===== config.mk =====
export PLATFORM = sky130hd
export DESIGN_NAME = pipelined_cla_adder_flat
export DESIGN_NICKNAME = d
export VERILOG_FILES = /design/src/rtl/pipelined_cla_adder_if.sv /design/src/rtl/pipelined_cla_adder.sv /design/src/flat_wrapper.sv
export SDC_FILE = /design/constraint.sdc
export NUM_CORES = 1
export LEC_CHECK = 0
export CORE_ASPECT_RATIO = 1.4
export CORE_MARGIN = 3
export CORE_UTILIZATION = 59
export DETAILED_ROUTE_END_ITERATION = 8
export PLACE_DENSITY_LB_ADDON = 0.08
export SLEW_MARGIN = 20
export SYNTH_ARGS = -nofsm -noshare
export SYNTH_HDL_FRONTEND = slang
export SYNTH_SLANG_ARGS = --single-unit
export TNS_END_PERCENT = 100

===== constraint.sdc =====
create_clock -name Clk -period 6.84 [get_ports Clk]
set_input_delay 1.368 -clock Clk [delete_from_list [all_inputs] [get_ports Clk]]
set_output_delay 1.368 -clock Clk [all_outputs]
set_load 0.01 [all_outputs]

===== src/rtl/pipelined_cla_adder_if.sv =====
// Operand/result bundle for the pipelined carry-lookahead adder/subtractor.
// Handshake: valid-only, no backpressure. The slave takes A/B/Cin/Sub on every rising edge
// where En=1 and InValid=1. Results are qualified by OutValid. En=0 freezes the whole pipe,
// so an InValid raised while En=0 is not taken.
interface pipelined_cla_adder_if #(
  parameter int WIDTH = 16
);
  logic             En;
  logic             InValid;
  logic [WIDTH-1:0] A;
  logic [WIDTH-1:0] B;
  logic             Cin;
  logic             Sub;
  logic [WIDTH-1:0] Sum;
  logic             Cout;
  logic             Ovf;
  logic             OutValid;

  modport master (
    output En, InValid, A, B, Cin, Sub,
    input  Sum, Cout, Ovf, OutValid
  );

  modport slave (
    input  En, InValid, A, B, Cin, Sub,
    output Sum, Cout, Ovf, OutValid
  );
endinterface


===== src/rtl/pipelined_cla_adder.sv =====
// Fully pipelined carry-lookahead adder/subtractor. One lookahead group resolves per stage,
// and the group carry is registered between stages. Latency is NG = WIDTH/GROUP cycles.
module pipelined_cla_adder #(
  parameter int WIDTH = 16,
  parameter int GROUP = 4
) (
  input  logic                  Clk,
  input  logic                  Rs,
  pipelined_cla_adder_if.slave  io
);
  localparam int NG = WIDTH / GROUP;

  // Level s holds the state leaving stage s. Operand bits of later groups ride along as
  // skew, and sum bits of earlier groups ride along as deskew.
  logic [WIDTH-1:0] a_q   [NG];
  logic [WIDTH-1:0] a_d   [NG];
  logic [WIDTH-1:0] b_q   [NG];
  logic [WIDTH-1:0] b_d   [NG];
  logic [WIDTH-1:0] sum_q [NG];
  logic [WIDTH-1:0] sum_d [NG];
  logic [NG-1:0]    c_q, c_d;
  logic [NG-1:0]    v_q, v_d;
  logic             ovf_q, ovf_d;

  logic [WIDTH-1:0] stg_a, stg_b, stg_sum;
  logic             stg_c, stg_v, upd, term, cl;
  logic [GROUP-1:0] g, p;
  logic [GROUP:0]   cy;
  int               sp;

  always_comb begin
    stg_a   = '0;
    stg_b   = '0;
    stg_sum = '0;
    stg_c   = 1'b0;
    stg_v   = 1'b0;
    upd     = 1'b0;
    term    = 1'b0;
    cl      = 1'b0;
    g       = '0;
    p       = '0;
    cy      = '0;
    sp      = 0;
    ovf_d   = ovf_q;
    c_d     = c_q;
    v_d     = v_q;
    for (int s = 0; s < NG; s++) begin
      a_d[s]   = a_q[s];
      b_d[s]   = b_q[s];
      sum_d[s] = sum_q[s];
    end

    for (int s = 0; s < NG; s++) begin
      sp = (s > 0) ? s - 1 : 0;
      if (s == 0) begin
        stg_a   = io.A;
        stg_b   = io.B ^ {WIDTH{io.Sub}};
        stg_c   = io.Sub | io.Cin;
        stg_sum = '0;
        stg_v   = io.InValid;
      end else begin
        stg_a   = a_q[sp];
        stg_b   = b_q[sp];
        stg_c   = c_q[sp];
        stg_sum = sum_q[sp];
        stg_v   = v_q[sp];
      end

      for (int i = 0; i < GROUP; i++) begin
        g[i] = stg_a[s*GROUP + i] & stg_b[s*GROUP + i];
        p[i] = stg_a[s*GROUP + i] ^ stg_b[s*GROUP + i];
      end

      // Each internal carry is a flat sum of products over g/p and the group carry-in.
      cy[0] = stg_c;
      for (int i = 0; i < GROUP; i++) begin
        cl = stg_c;
        for (int m = 0; m <= i; m++) cl = cl & p[m];
        for (int j = 0; j <= i; j++) begin
          term = g[j];
          for (int m = j + 1; m <= i; m++) term = term & p[m];
          cl = cl | term;
        end
        cy[i+1] = cl;
      end

      stg_sum[s*GROUP +: GROUP] = p ^ cy[GROUP-1:0];

      // Data only moves with a valid token, so outputs hold the last result across bubbles.
      upd = io.En & stg_v;
      if (upd) begin
        a_d[s]   = stg_a;
        b_d[s]   = stg_b;
        sum_d[s] = stg_sum;
        c_d[s]   = cy[GROUP];
        if (s == NG - 1) ovf_d = cy[GROUP] ^ cy[GROUP-1];
      end
      if (io.En) v_d[s] = stg_v;
    end
  end

  always_ff @(posedge Clk or posedge Rs) begin
    if (Rs) begin
      for (int s = 0; s < NG; s++) begin
        a_q[s]   <= '0;
        b_q[s]   <= '0;
        sum_q[s] <= '0;
      end
      c_q   <= '0;
      v_q   <= '0;
      ovf_q <= 1'b0;
    end else begin
      for (int s = 0; s < NG; s++) begin
        a_q[s]   <= a_d[s];
        b_q[s]   <= b_d[s];
        sum_q[s] <= sum_d[s];
      end
      c_q   <= c_d;
      v_q   <= v_d;
      ovf_q <= ovf_d;
    end
  end

  assign io.Sum      = sum_q[NG-1];
  assign io.Cout     = c_q[NG-1];
  assign io.Ovf      = ovf_q;
  assign io.OutValid = v_q[NG-1];
endmodule


===== src/flat_wrapper.sv =====
// flat-port wrapper written by rule: the top's interface ports become plain ports
module pipelined_cla_adder_flat 
#(
  parameter int WIDTH = 16,
  parameter int GROUP = 4
)
  (Clk, Rs, io_En, io_InValid, io_A, io_B, io_Cin, io_Sub, io_Sum, io_Cout, io_Ovf, io_OutValid);
  pipelined_cla_adder_if #(.WIDTH(WIDTH)) io_i ();
  input  logic Clk;
  input  logic Rs;
  input wire logic [$bits(io_i.En)-1:0] io_En;
  input wire logic [$bits(io_i.InValid)-1:0] io_InValid;
  input wire logic [$bits(io_i.A)-1:0] io_A;
  input wire logic [$bits(io_i.B)-1:0] io_B;
  input wire logic [$bits(io_i.Cin)-1:0] io_Cin;
  input wire logic [$bits(io_i.Sub)-1:0] io_Sub;
  output wire logic [$bits(io_i.Sum)-1:0] io_Sum;
  output wire logic [$bits(io_i.Cout)-1:0] io_Cout;
  output wire logic [$bits(io_i.Ovf)-1:0] io_Ovf;
  output wire logic [$bits(io_i.OutValid)-1:0] io_OutValid;
  assign io_i.En = io_En;
  assign io_i.InValid = io_InValid;
  assign io_i.A = io_A;
  assign io_i.B = io_B;
  assign io_i.Cin = io_Cin;
  assign io_i.Sub = io_Sub;
  assign io_Sum = io_i.Sum;
  assign io_Cout = io_i.Cout;
  assign io_Ovf = io_i.Ovf;
  assign io_OutValid = io_i.OutValid;
  pipelined_cla_adder #(.WIDTH(WIDTH), .GROUP(GROUP)) u_core (.Clk(Clk), .Rs(Rs), .io(io_i));
endmodule

### Word level (Yosys, flattened, before mapping)

Cells that the tools add are included.
W data, S select, Z words.

* bits of input ports: 38
* output and inout port bits: 19
* register bits after elaboration: 145
* RAM bits: 0
* memories: 0
* latch bits: 0
* bits in read-only memories: 0

* eq/ne operators: 0
* shifts and indexed selects: 0
* $lt $le $gt $ge: 0
* divide/modulo/power cells: 0
* $mul: 0
* reductions and logical operators: 0
* add/subtract/negate cells: 0
* mux-type cells: 0
* bitwise gates (word level): 123

Operators by type and width (number)
* $and A1 B1 Y1: 60
* $or A1 B1 Y1: 41
* $xor A1 B1 Y1: 17
* $xor A16 B16 Y16: 1
* $xor A4 B4 Y4: 4

### Logic depth before layout (Yosys ltp)

* depth in word-level cells: 10
* depth in mapped cells: 8

### Worst setup path before layout

Ideal clock, no wire load.

* path kind: input to register
* start: in io_Sub
* end: reg u_core.c_q[0]
* setup slack: 3748 ps
* setup time: 124 ps
* stages: 8
* arrival: 2968 ps
* data required time: 6716 ps
* cells stage by stage: buf_4 buf_4 xor2_1 ha_1 ha_1 o211a_1 o21a_1 o31a_1

* longest elaborated chain between the ends: 10
* elaborated cells on any way between the ends: 24
* those cells by class: bitwise: 24

Ends and longest elaborated chain
* start: declaration: line flat_wrapper.sv:16 `input wire logic [$bits(io_i.Sub)-1:0] io_Sub;`
* $xor A16 B16 Y16: line pipelined_cla_adder.sv:57 `stg_b = io.B ^ {WIDTH{io.Sub}};`
* $xor A1 B1 Y1: line pipelined_cla_adder.sv:71 `p[i] = stg_a[s*GROUP + i] ^ stg_b[s*GROUP + i];`
* $and A1 B1 Y1 (4 in series): line pipelined_cla_adder.sv:78 `for (int m = 0; m <= i; m++) cl = cl & p[m];`
* $or A1 B1 Y1 (3 in series): line pipelined_cla_adder.sv:82 `cl = cl | term;`
* $or A1 B1 Y1 (*): line pipelined_cla_adder.sv:82
* end signal: assignment: line pipelined_cla_adder.sv:109 `c_q <= '0;`
* end signal: assignment: line pipelined_cla_adder.sv:118 `c_q <= c_d;`
* end: declaration: line pipelined_cla_adder.sv:21 `logic [NG-1:0] c_q, c_d;`

Mark *: on every way between the ends. The rest lies on a longest branch, timed or not.
A chain may end at the register's enable or synchronous reset.

### Worst setup path after layout

Ends and elaborated chain as after synthesis.

==> results.yml <==
detailed_routing:
  vias_per_cell: 5.27
  vias: 2547
  first_iter_violations: 73
  wl_per_cell_um: 13.9
  dr.pass1.iters: 4
  antenna_left: 0
  drc: 0
  wl_um: 6720
grt:
  busiest_layer: "met2"
  grt_util_all_layers_pct: 17.9
  antenna_found_initial: 0
  grt_pass1_wl_um: 12000
  grt_overflow: 0
  grt_use_met3_pct: 4.26
  grtUsageMet2_pct: 27.4
  grt_max_degree: 74
  met1_usage_pct: 24.7
  grt_pass1_vias: 2601
synthesis:
  ys_seq_elements: 97
  synthesis.nets: 406
  synthCells: 344
  synth.avg_cell_area_um2: 13.1
  synth_seq_area_share_pct: 54.0
  synthesis.area_um2: 4500
  yosysUniqueCellTypes: 27
  yosysWarnings: 0
cts:
  cts_tree: "yes"
  cts_max_path_buffers: 2
  clk_latency_ns: 0.36
  cts_hold_buffers: 0
  cts_resized: 0
  numCtsBuffers: 9
  cts.sink_count: 97
  path_clk_slew_ns: 0.09
  clock-root-buffer: "clkbuf_8"
  htreeDepth: 3
  postCtsSetupRepairBufs: 0
setup_path:
  endpoint_kind: "register"
  critPathKind: "in -> reg"
  start_kind: "input port"
  crit_fanout: 17
  cp_common_cell: "ha_1"
  required_ns: 7.09
  cp_slowest_cell: "clkdlybuf4s50_1"
  cp_cell_sequence: "clkdlybuf4s50_1 > xor2_1 > ha_1 > ha_1 > o211a_1 > o21a_1 > o31a_1"
  max_stage_delay_ns: 1.01
  crit_arrival_ns: 3.78
timing:
  hold_viol: 0
  fmax_mhz: 283
  finalClockSkew_ns: 0.0121
  hold-worst-slack_ns: 0.480
  finalSetupViolCount: 0
  tns_ns: 0
  fin_ws_ns: 3.30
  worst_pin_slew_ns: 0.874
  rsz0062_at_grt: "false"
  relSlewSlack_pct: 41.7
  finalCritPeriodShare_pct: 51.7
  maxSlewViolCount: 0
  finalCriticalPeriod_ns: 3.54
floorplanning:
  pin_count: 57
  start_util_pct: 61.1
  die-area_um2: 8720
  coreArea_um2: 7360
  rows: 37
  die_w_um: 79.8
  die_y_um: 109
final_layout:
  stdcell_count: 483
  diodes: 0
  fin_nets: 443
  layout_commonest_cell: "dfrtp_1"
  drive_above_1_share_pct: 22.0
  final_cell_mix: "dfrtp_1 (97), mux2_2 (57), clkdlybuf4s50_1 (56)"
  area_growth_pct: 15.4
power_and_ir_drop:
  finalPower_uw: 1840
  peakVddDrop_v: 0.000149
  powerDensity_nw_per_um2: 355
  leakage_uw: 0.00238
hold_path:
  hp-class: "reg -> reg"
status:
  status: "complete, no violations"
placed_design:
  dp_hpwl_um: 4810
  dp_cells: 467
  place.gp.congestion: 0.762
  dp_slack_ns: 2.89
  numPortBuffers: 56
job:
  max-cap-violations: 0
## sequential cells by signal, summed over array words and instances (netlist names)
name	flops
u_core.stg_a	4
u_core.stg_sum	12
u_core.b_q	20
u_core.sum_q	12
u_core.stg_b	4
u_core.a_q	20
u_core.io.Sum	16
u_core.v_q	4
u_core.io.Ovf	1
u_core.c_q	4
## cell usage after synthesis
master,instances,area (µm²)
ha_1,20,250
o211a_1,4,40.0
o311a_1,1,10.0
fa_1,4,80.1
nand2_4,1,11.3
a21oi_1,2,10.0
xnor2_1,15,131
buf_2,7,35.0
mux2_4,6,90.1
inv_1,9,33.8
nand2b_1,4,25.0
o31a_1,4,35.0
a21o_1,4,30.0
buf_4,21,158
o21ai_0,22,110
nand2_1,27,101
mux2_2,57,642
o31ai_1,8,60.1
xor2_1,5,43.8
buf_6,2,22.5
nor2_1,1,3.75
clkbuf_1,1,3.75
nand2_2,1,6.26
dfrtp_1,97,2430
o21a_1,12,90.1
nor3_1,8,40.0
or2_2,1,6.26
## through the flow
step                      utilization (%)  instance area (µm²)
after floorplan                         -                 4500
after global placement               67.5                 4970
after CTS                            70.4                 5180
after global routing                 70.5                 5190
final                                70.5                 5190
after detailed placement             67.5                 4970
## report_power, final
group / internal, µW / switching [µW]
Sequential: 762 / 108
Clock: 198 / 188
Combinational: 349 / 237
Total: 1310 / 533
## kinds of logic (layout without fill, tap and decap cells)
kind of cell,count (synthesis),in the layout,synth area share (%)
flip-flops,97,97,54.0
multiplexers,63,63,16.3
AO/OA/AOI/OAI,57,57,8.57
AND/OR/NAND/NOR,43,43,4.31
buffers and inverters,40,82,5.62
adder cells (fa/ha/maj),24,24,7.35
XOR/XNOR,20,20,3.90
## worst max-delay path, delay by kind of cell
family | cells | cell delay, ns
adder cells (fa/ha/maj) | 2 | 0.48
buffers and inverters | 1 | 1.01
AO/OA/AOI/OAI | 3 | 0.69
XOR/XNOR | 1 | 0.24
## final timing paths
check	from	to	slack (ns)	cells after the start
worst max-delay path	io_Sub	u_core.c_q[0]	3.30	7
worst min-delay path	u_core.io.Sum[14]	u_core.io.Sum[14]	0.48	2
worst max register to register	u_core.stg_b[12]	u_core.io.Ovf	5.05	5
worst min register to register	u_core.io.Sum[14]	u_core.io.Sum[14]	0.48	2
max in group asynchronous	Rs	u_core.a_q[47]	4.36	3
min in group asynchronous	Rs	u_core.io.Sum[6]	1.31	2
## layout make-up
cell class              count  area (µm²)
flip-flops and latches     97        2430
fillers                   537        2170
multi-input cells         207        1820
repair buffers             57         568
clock buffers              12         165
well taps                  97         121
clock inverters             4        50.0
inverters                   9        36.3
## routing by layer
| metal | vias up | wire length, µm |
|---|---|---|
| li1 | 1255 | - |
| met1 | 1222 | 3070 |
| met2 | 60 | 3210 |
| met3 | 10 | 307 |
| met4 | 0 | 133 |
| met5 | - | 0 |
Note: power is estimated with default switching activity, not from simulation.
==> edit 1, RTL diff (config.mk and constraints unchanged) <==
Take the reset off `c_q` and `v_q` and load them in a clocked block of their own.
--- a/src/rtl/pipelined_cla_adder.sv
+++ b/src/rtl/pipelined_cla_adder.sv
@@ -107,6 +107,4 @@
         sum_q[s] <= '0;
       end
-      c_q   <= '0;
-      v_q   <= '0;
       ovf_q <= 1'b0;
     end else begin
@@ -116,8 +114,11 @@
         sum_q[s] <= sum_d[s];
       end
-      c_q   <= c_d;
-      v_q   <= v_d;
       ovf_q <= ovf_d;
     end
+  end
+
+  always_ff @(posedge Clk) begin
+    c_q <= c_d;
+    v_q <= v_d;
   end
 
Behaviour: not the same (a bounded check fails within 10 cycles, from zero or initial values; the reset may be asserted at any time).
==> edit 1 against the original RTL <==
  * Routed wire length increased by 2.5%
  * Synthesized cell count fell by 3.2%
  * Sequential power decreased by 1%
  * Power is 5.8% lower
  * Synthesized area rose by 2.7%
  * Non-clock buffer count unchanged
  * Sequential cell count did not move
  * Cell area rose by 1.4%
  * Worst setup slack got worse by 0.040 ns
==> edit 1: results (changes against the original RTL) <==
Critical path
  – Reg2Reg Capture Point: u_core.io.Sum[15]
  – Critical Path AT: 3.68 ns (-0.10 ns)
  – R2R setup slack: 5.04 ns (about the same)

Power and ir drop
  – Max VDD drop: 0.146 mV (-1.8%)
  – Reg power frac: 0.496 (+0.024)
  – P_comb: 547 uW (-6.8%)
  – Sw Share: 0.284 (-0.00534)
  – Lkg Pwr: 0.00240 uW (+0.74%)
  – Sequential Power: 861 uW (-1%)

Yosys
  – Main area contributors after synthesis: dfrtp_1 (48%), mux2_4 (8.5%), mux2_2 (8.3%)
  – Post-synthesis sequential area ratio: 0.534 (-0.00552)
  – Post-synthesis async set-or-reset flop share: 0.918 (-0.0825)
  – Most frequent cells after synthesis: dfrtp_1 (89), mux2_2 (34), nand2_1 (28), mux2_4 (26), ha_1 (20)
  – Syn Nets: 395 (-2.7%)
  – Post-synth cell types: 35 (+30%)

Detailed routing
  – Via density: 5.28 (+0.17%)
  – Detailed Route WL: 6.90 mm (+2.5%)
  – Iteration-0 DRC Markers: 132 (+81%)

Finish
  – Fill cell count: 550 (+2.4%)
  – Ratio of cells with drive above 1 in the final layout: 0.222 (+0.00201)

Global routing
  – GR Util All Layers: 0.180 (+0.000463)
  – First-pass GRT wire length: 12.5 mm (+4.2%)
  – Vias in the first global route: 2686 (+3.3%)

STA
  – Worst Skew: 0.00843 ns (-0.00365 ns)
  – Relative max-transition margin: 0.412 (-0.00536)

Worst hold path
  – Worst hold path endpoint: u_core.sum_q[37]

Run status
  – Status: finished clean

Placement
  – Dpl hpwl: 5.04 mm (+4.9%)
edit 1: cell count changes after synthesis, sizes merged, moves of 5 or more:
cell    change
o211ai      +6
edfxtp      +8
buf         -5
o21ai       -5
dfrtp       -8
edit 1: cell type report:
cell class / count / area [um2] / share of cell area
Inverter: 8 / 36.3 / 0.00690
Multi-Input combinational cell: 200 / 1890 / 0.359
Clock inverter: 4 / 17.5 / 0.00333
Tap cell: 97 / 121 / 0.0231
Clock buffer: 12 / 155 / 0.0295
Sequential cell: 97 / 2470 / 0.469
Timing Repair Buffer: 57 / 572 / 0.109
edit 1: cells by family (layout without fill, tap and decap cells):
family	after synthesis	count (layout)	share of synthesized area
muxes	63	63	0.175
DFF	97	97	0.534
xor gates and xnor gates	20	20	0.0379
and+or+nand+nor	43	43	0.0512
adders and majority gates	24	24	0.0715
AOI/OAI and AO/OA	50	50	0.0737
buffers and inverters	36	81	0.0566
edit 1: stage by stage:
stage	util	instance area (um2)	hold slack (ns)	instances
2_1_floorplan	-	4620	0.444	333
3_3_place_gp	0.678	5080	0.459	459
3_5_place_dp	0.678	5080	0.469	459
4_1_cts	0.701	5260	0.488	475
5_1_grt	0.701	5260	0.505	475
6_report	0.701	5260	0.476	475
edit 1: critical path: stages:
cell and delay (ns):
clkdlybuf4s50_1 1.00, xor2_1 0.28, ha_1 0.28, ha_1 0.20
o211ai_1 0.27, nand2_1 0.09, a21o_1 0.19
edit 1: per-layer routing:
metal  up-vias  share of wire  track usage  wire, um
met5         -              0            0         0
met1      1204           0.46        0.241      3180
met2        52           0.48        0.285      3340
met3        12          0.036       0.0276       250
met4         0          0.018       0.0846       123
li1       1241              -            -         -
==> edit 2, RTL diff (same flow settings) <==
Without the edit above. `WIDTH` is set to 16 in 3 places; all go to 32.
--- a/src/rtl/pipelined_cla_adder_if.sv
+++ b/src/rtl/pipelined_cla_adder_if.sv
@@ -4,5 +4,5 @@
 // so an InValid raised while En=0 is not taken.
 interface pipelined_cla_adder_if #(
-  parameter int WIDTH = 16
+  parameter int WIDTH = 32
 );
   logic             En;
--- a/src/rtl/pipelined_cla_adder.sv
+++ b/src/rtl/pipelined_cla_adder.sv
@@ -2,5 +2,5 @@
 // and the group carry is registered between stages. Latency is NG = WIDTH/GROUP cycles.
 module pipelined_cla_adder #(
-  parameter int WIDTH = 16,
+  parameter int WIDTH = 32,
   parameter int GROUP = 4
 ) (
--- a/src/flat_wrapper.sv
+++ b/src/flat_wrapper.sv
@@ -2,5 +2,5 @@
 module pipelined_cla_adder_flat 
 #(
-  parameter int WIDTH = 16,
+  parameter int WIDTH = 32,
   parameter int GROUP = 4
 )
Interface: changed (resized io_A, io_B and io_Sum); port bits go from 57 to 105. No check against the original RTL was run, so the function may have changed too.
==> edit 2 against the original RTL <==
  * Hold slack got worse by 0.0064 ns
  * Sequential cell count rose by 288
  * Power rose to 4.2 times the old value
  * Cell area rose to 3.5 times the old value
  * Synthesized area rose to 3.5 times the old value
  * Utilization fell by 1.3 points
  * Worst setup slack improved by 0.17 ns
  * Final cell count rose to 3.2 times the old value
  * Routed wire length rose to 3.7 times the old value
  * Clock skew fell by 0.0023 ns
  * Count of clock-buffer cells in the layout rose by 41
  * Largest cell class unchanged
  * Largest power group unchanged
  * Highest routed layer unchanged
==> edit 2: results (changes against the original RTL) <==
Global routing
  – Largest net degree at the start of global routing: 109 (+47%)
  – Initial antenna violation count: 0 (unchanged)
  – GR Util All Layers: 0.178 (-0.00137)
  – Vias in the first global route: 8508 (+230%)
  – First-pass GRT wire length: 42.5 mm (+250%)

Worst hold path
  – Hold Path Class: reg2reg
  – Hold_sp: u_core.b_q[251]
  – Worst hold path endpoint: u_core.b_q[251]
  – Min-Delay Path Depth: 2 (unchanged)

Yosys
  – Syn Nets: 1201 (+200%)
  – Post-synth cell types: 25 (-7.4%)
  – Adder-cell share of the synthesized area: 0.0415 (-0.0319)
  – Most frequent cells after synthesis: dfrtp_1 (385), mux2_2 (315), nand2_1 (57), o21ai_0 (46), ha_1 (40)
  – Ys Warns: 0 (unchanged)
  – Mux cell area share after synthesis: 0.223 (+0.0603)
  – Post-synthesis xor/xnor area fraction: 0.0220 (-0.0169)
  – Main area contributors after synthesis: dfrtp_1 (61%), mux2_2 (22%), ha_1 (3.1%)
  – Post-synthesis compound-gate area fraction: 0.0478 (-0.0379)
  – Post-synthesis async set-or-reset flop share: 1.00 (unchanged)
  – Post-synthesis sequential area ratio: 0.606 (+0.0660)

STA
  – Worst Skew: 0.00976 ns (-0.00232 ns)
  – Worst Tran Pin Value: 0.990 ns (+0.115 ns)
  – Max Freq: 0.297 GHz (+5.0%)

Placement
  – Pre-CTS WS: 2.94 ns (+0.0502 ns)
  – Dpl hpwl: 16.0 mm (+230%)
  – GP Congestion: 0.719 (-5.7%)
  – Port bufs: 104 (+86%)

Critical path
  – Critical Path Max Stage Delay: 0.83 ns (-0.18 ns)
  – R2R depth: 3 (-2)
  – CP top delay family: buffers and inverters
  – CP max FO: 23 (+6)
  – Critical Path AT: 3.77 ns (about the same)
  – R2R setup slack: 4.99 ns (-0.06 ns)
  – Reg2Reg Capture Point: u_core.io.Sum[21]
  – Crit-path slowest cell: clkdlybuf4s50_1
  – Reg2Reg Launch Point: u_core.v_q[6]

Clocking
  – CTS max path bufs: 3 (+1)
  – H-tree Lvls: 2 (-1)
  – CTS resizes: 0 (unchanged)
  – Root Buffer Master: clkbuf_16
  – Clock-pin slew on the worst setup and hold paths: 0.06 ns (-0.03 ns)
  – CTS buffer count: 37 (+28)
  – Postcts setup bufs: 0 (unchanged)
  – Worst-skew pair later-pin latency: 0.52 ns (+0.16 ns)

Finish
  – Commonest non-fill, non-tap cell in the layout: dfrtp_1
  – Total Nets Final: 1273 (+190%)
  – Ratio of cells with drive above 1 in the final layout: 0.332 (+0.112)
  – Diodes inserted: 0 (unchanged)
  – Top Registers: u_core.a_q (108), u_core.b_q (108), u_core.sum_q (84)

Power and ir drop
  – Max VDD drop: 0.231 mV (+55%)
  – Lkg Pwr: 0.00837 uW (+250%)

Detailed routing
  – Average wire per standard cell: 16.0 um (+15%)
  – Via Count: 8284 (+230%)
  – Drt first pass iters: 4 (unchanged)
  – Iteration-0 DRC Markers: 222 (+200%)

Run status
  – Status: finished clean
edit 2: cell count changes after synthesis, sizes merged, moves of 5 or more:
cell,before,now
clkbuf,1,6
mux2,63,315
xnor2,15,35
dfrtp,97,385
o21a,12,24
nor3,8,16
o31ai,8,16
nand2,29,61
o21ai,22,46
ha,20,40
buf,30,76
edit 2: power breakdown:
group / switching [uW] / total, uW / internal [uW]
clock: 832 / 2090 / 1260
sequential: 514 / 3690 / 3170
combinational: 720 / 1880 / 1160
edit 2: per-layer routing:
| metal | vias up | track usage | routed length (um) |
|---|---|---|---|
| li1 | 3949 | - | - |
| met1 | 4170 | 0.259 | 11600 |
| met2 | 120 | 0.283 | 11700 |
| met3 | 45 | 0.0256 | 779 |
| met4 | 0 | 0.0463 | 555 |
| met5 | - | 0 | 0 |
edit 2: worst max-delay path by stage:
stage	cells after the start	to	from
after detailed placement	3	u_core.a_q[93]	io_En
after global routing	4	u_core.a_q[208]	io_En
final	4	u_core.io.Sum[21]	io_En
after CTS	3	u_core.a_q[93]	io_En
after global placement	3	u_core.sum_q[81]	io_En
after floorplan	1	u_core.a_q[116]	Rs
edit 2: stage by stage:
stage | cell area, um2 | instances | hold WS (ns)
global placement | 17000 | 1476 | 0.458
global route | 18200 | 1543 | 0.498
floorplan | 15900 | 1083 | 0.444
finish | 18200 | 1543 | 0.474
detailed placement | 17000 | 1476 | 0.467
CTS | 18200 | 1543 | 0.481
edit 2: kinds of logic (layout without fill, tap and decap cells):
family | after synthesis | in the layout
flip-flops | 385 | 385
multiplexers | 315 | 315
AO/OA/AOI/OAI | 113 | 113
buffers and inverters | 95 | 195
AND/OR/NAND/NOR | 87 | 87
adder cells (fa/ha/maj) | 48 | 48
XOR/XNOR | 40 | 40
edit 2: area by class of cell:
cell class,count,area (um2)
fill,1878,8120
timing repair buffer,115,1130
multi-input combinational,603,5710
clock inverter,14,183
tap,360,450
clock buffer,53,1080
inverter,13,52.6
sequential,385,9630
edit 2: worst reg2reg max path, cell delays in order (launching register included):
cell	delay, ns
dfrtp_1	0.40
nand2_1	0.54
buf_4	0.41
mux2_2	0.38
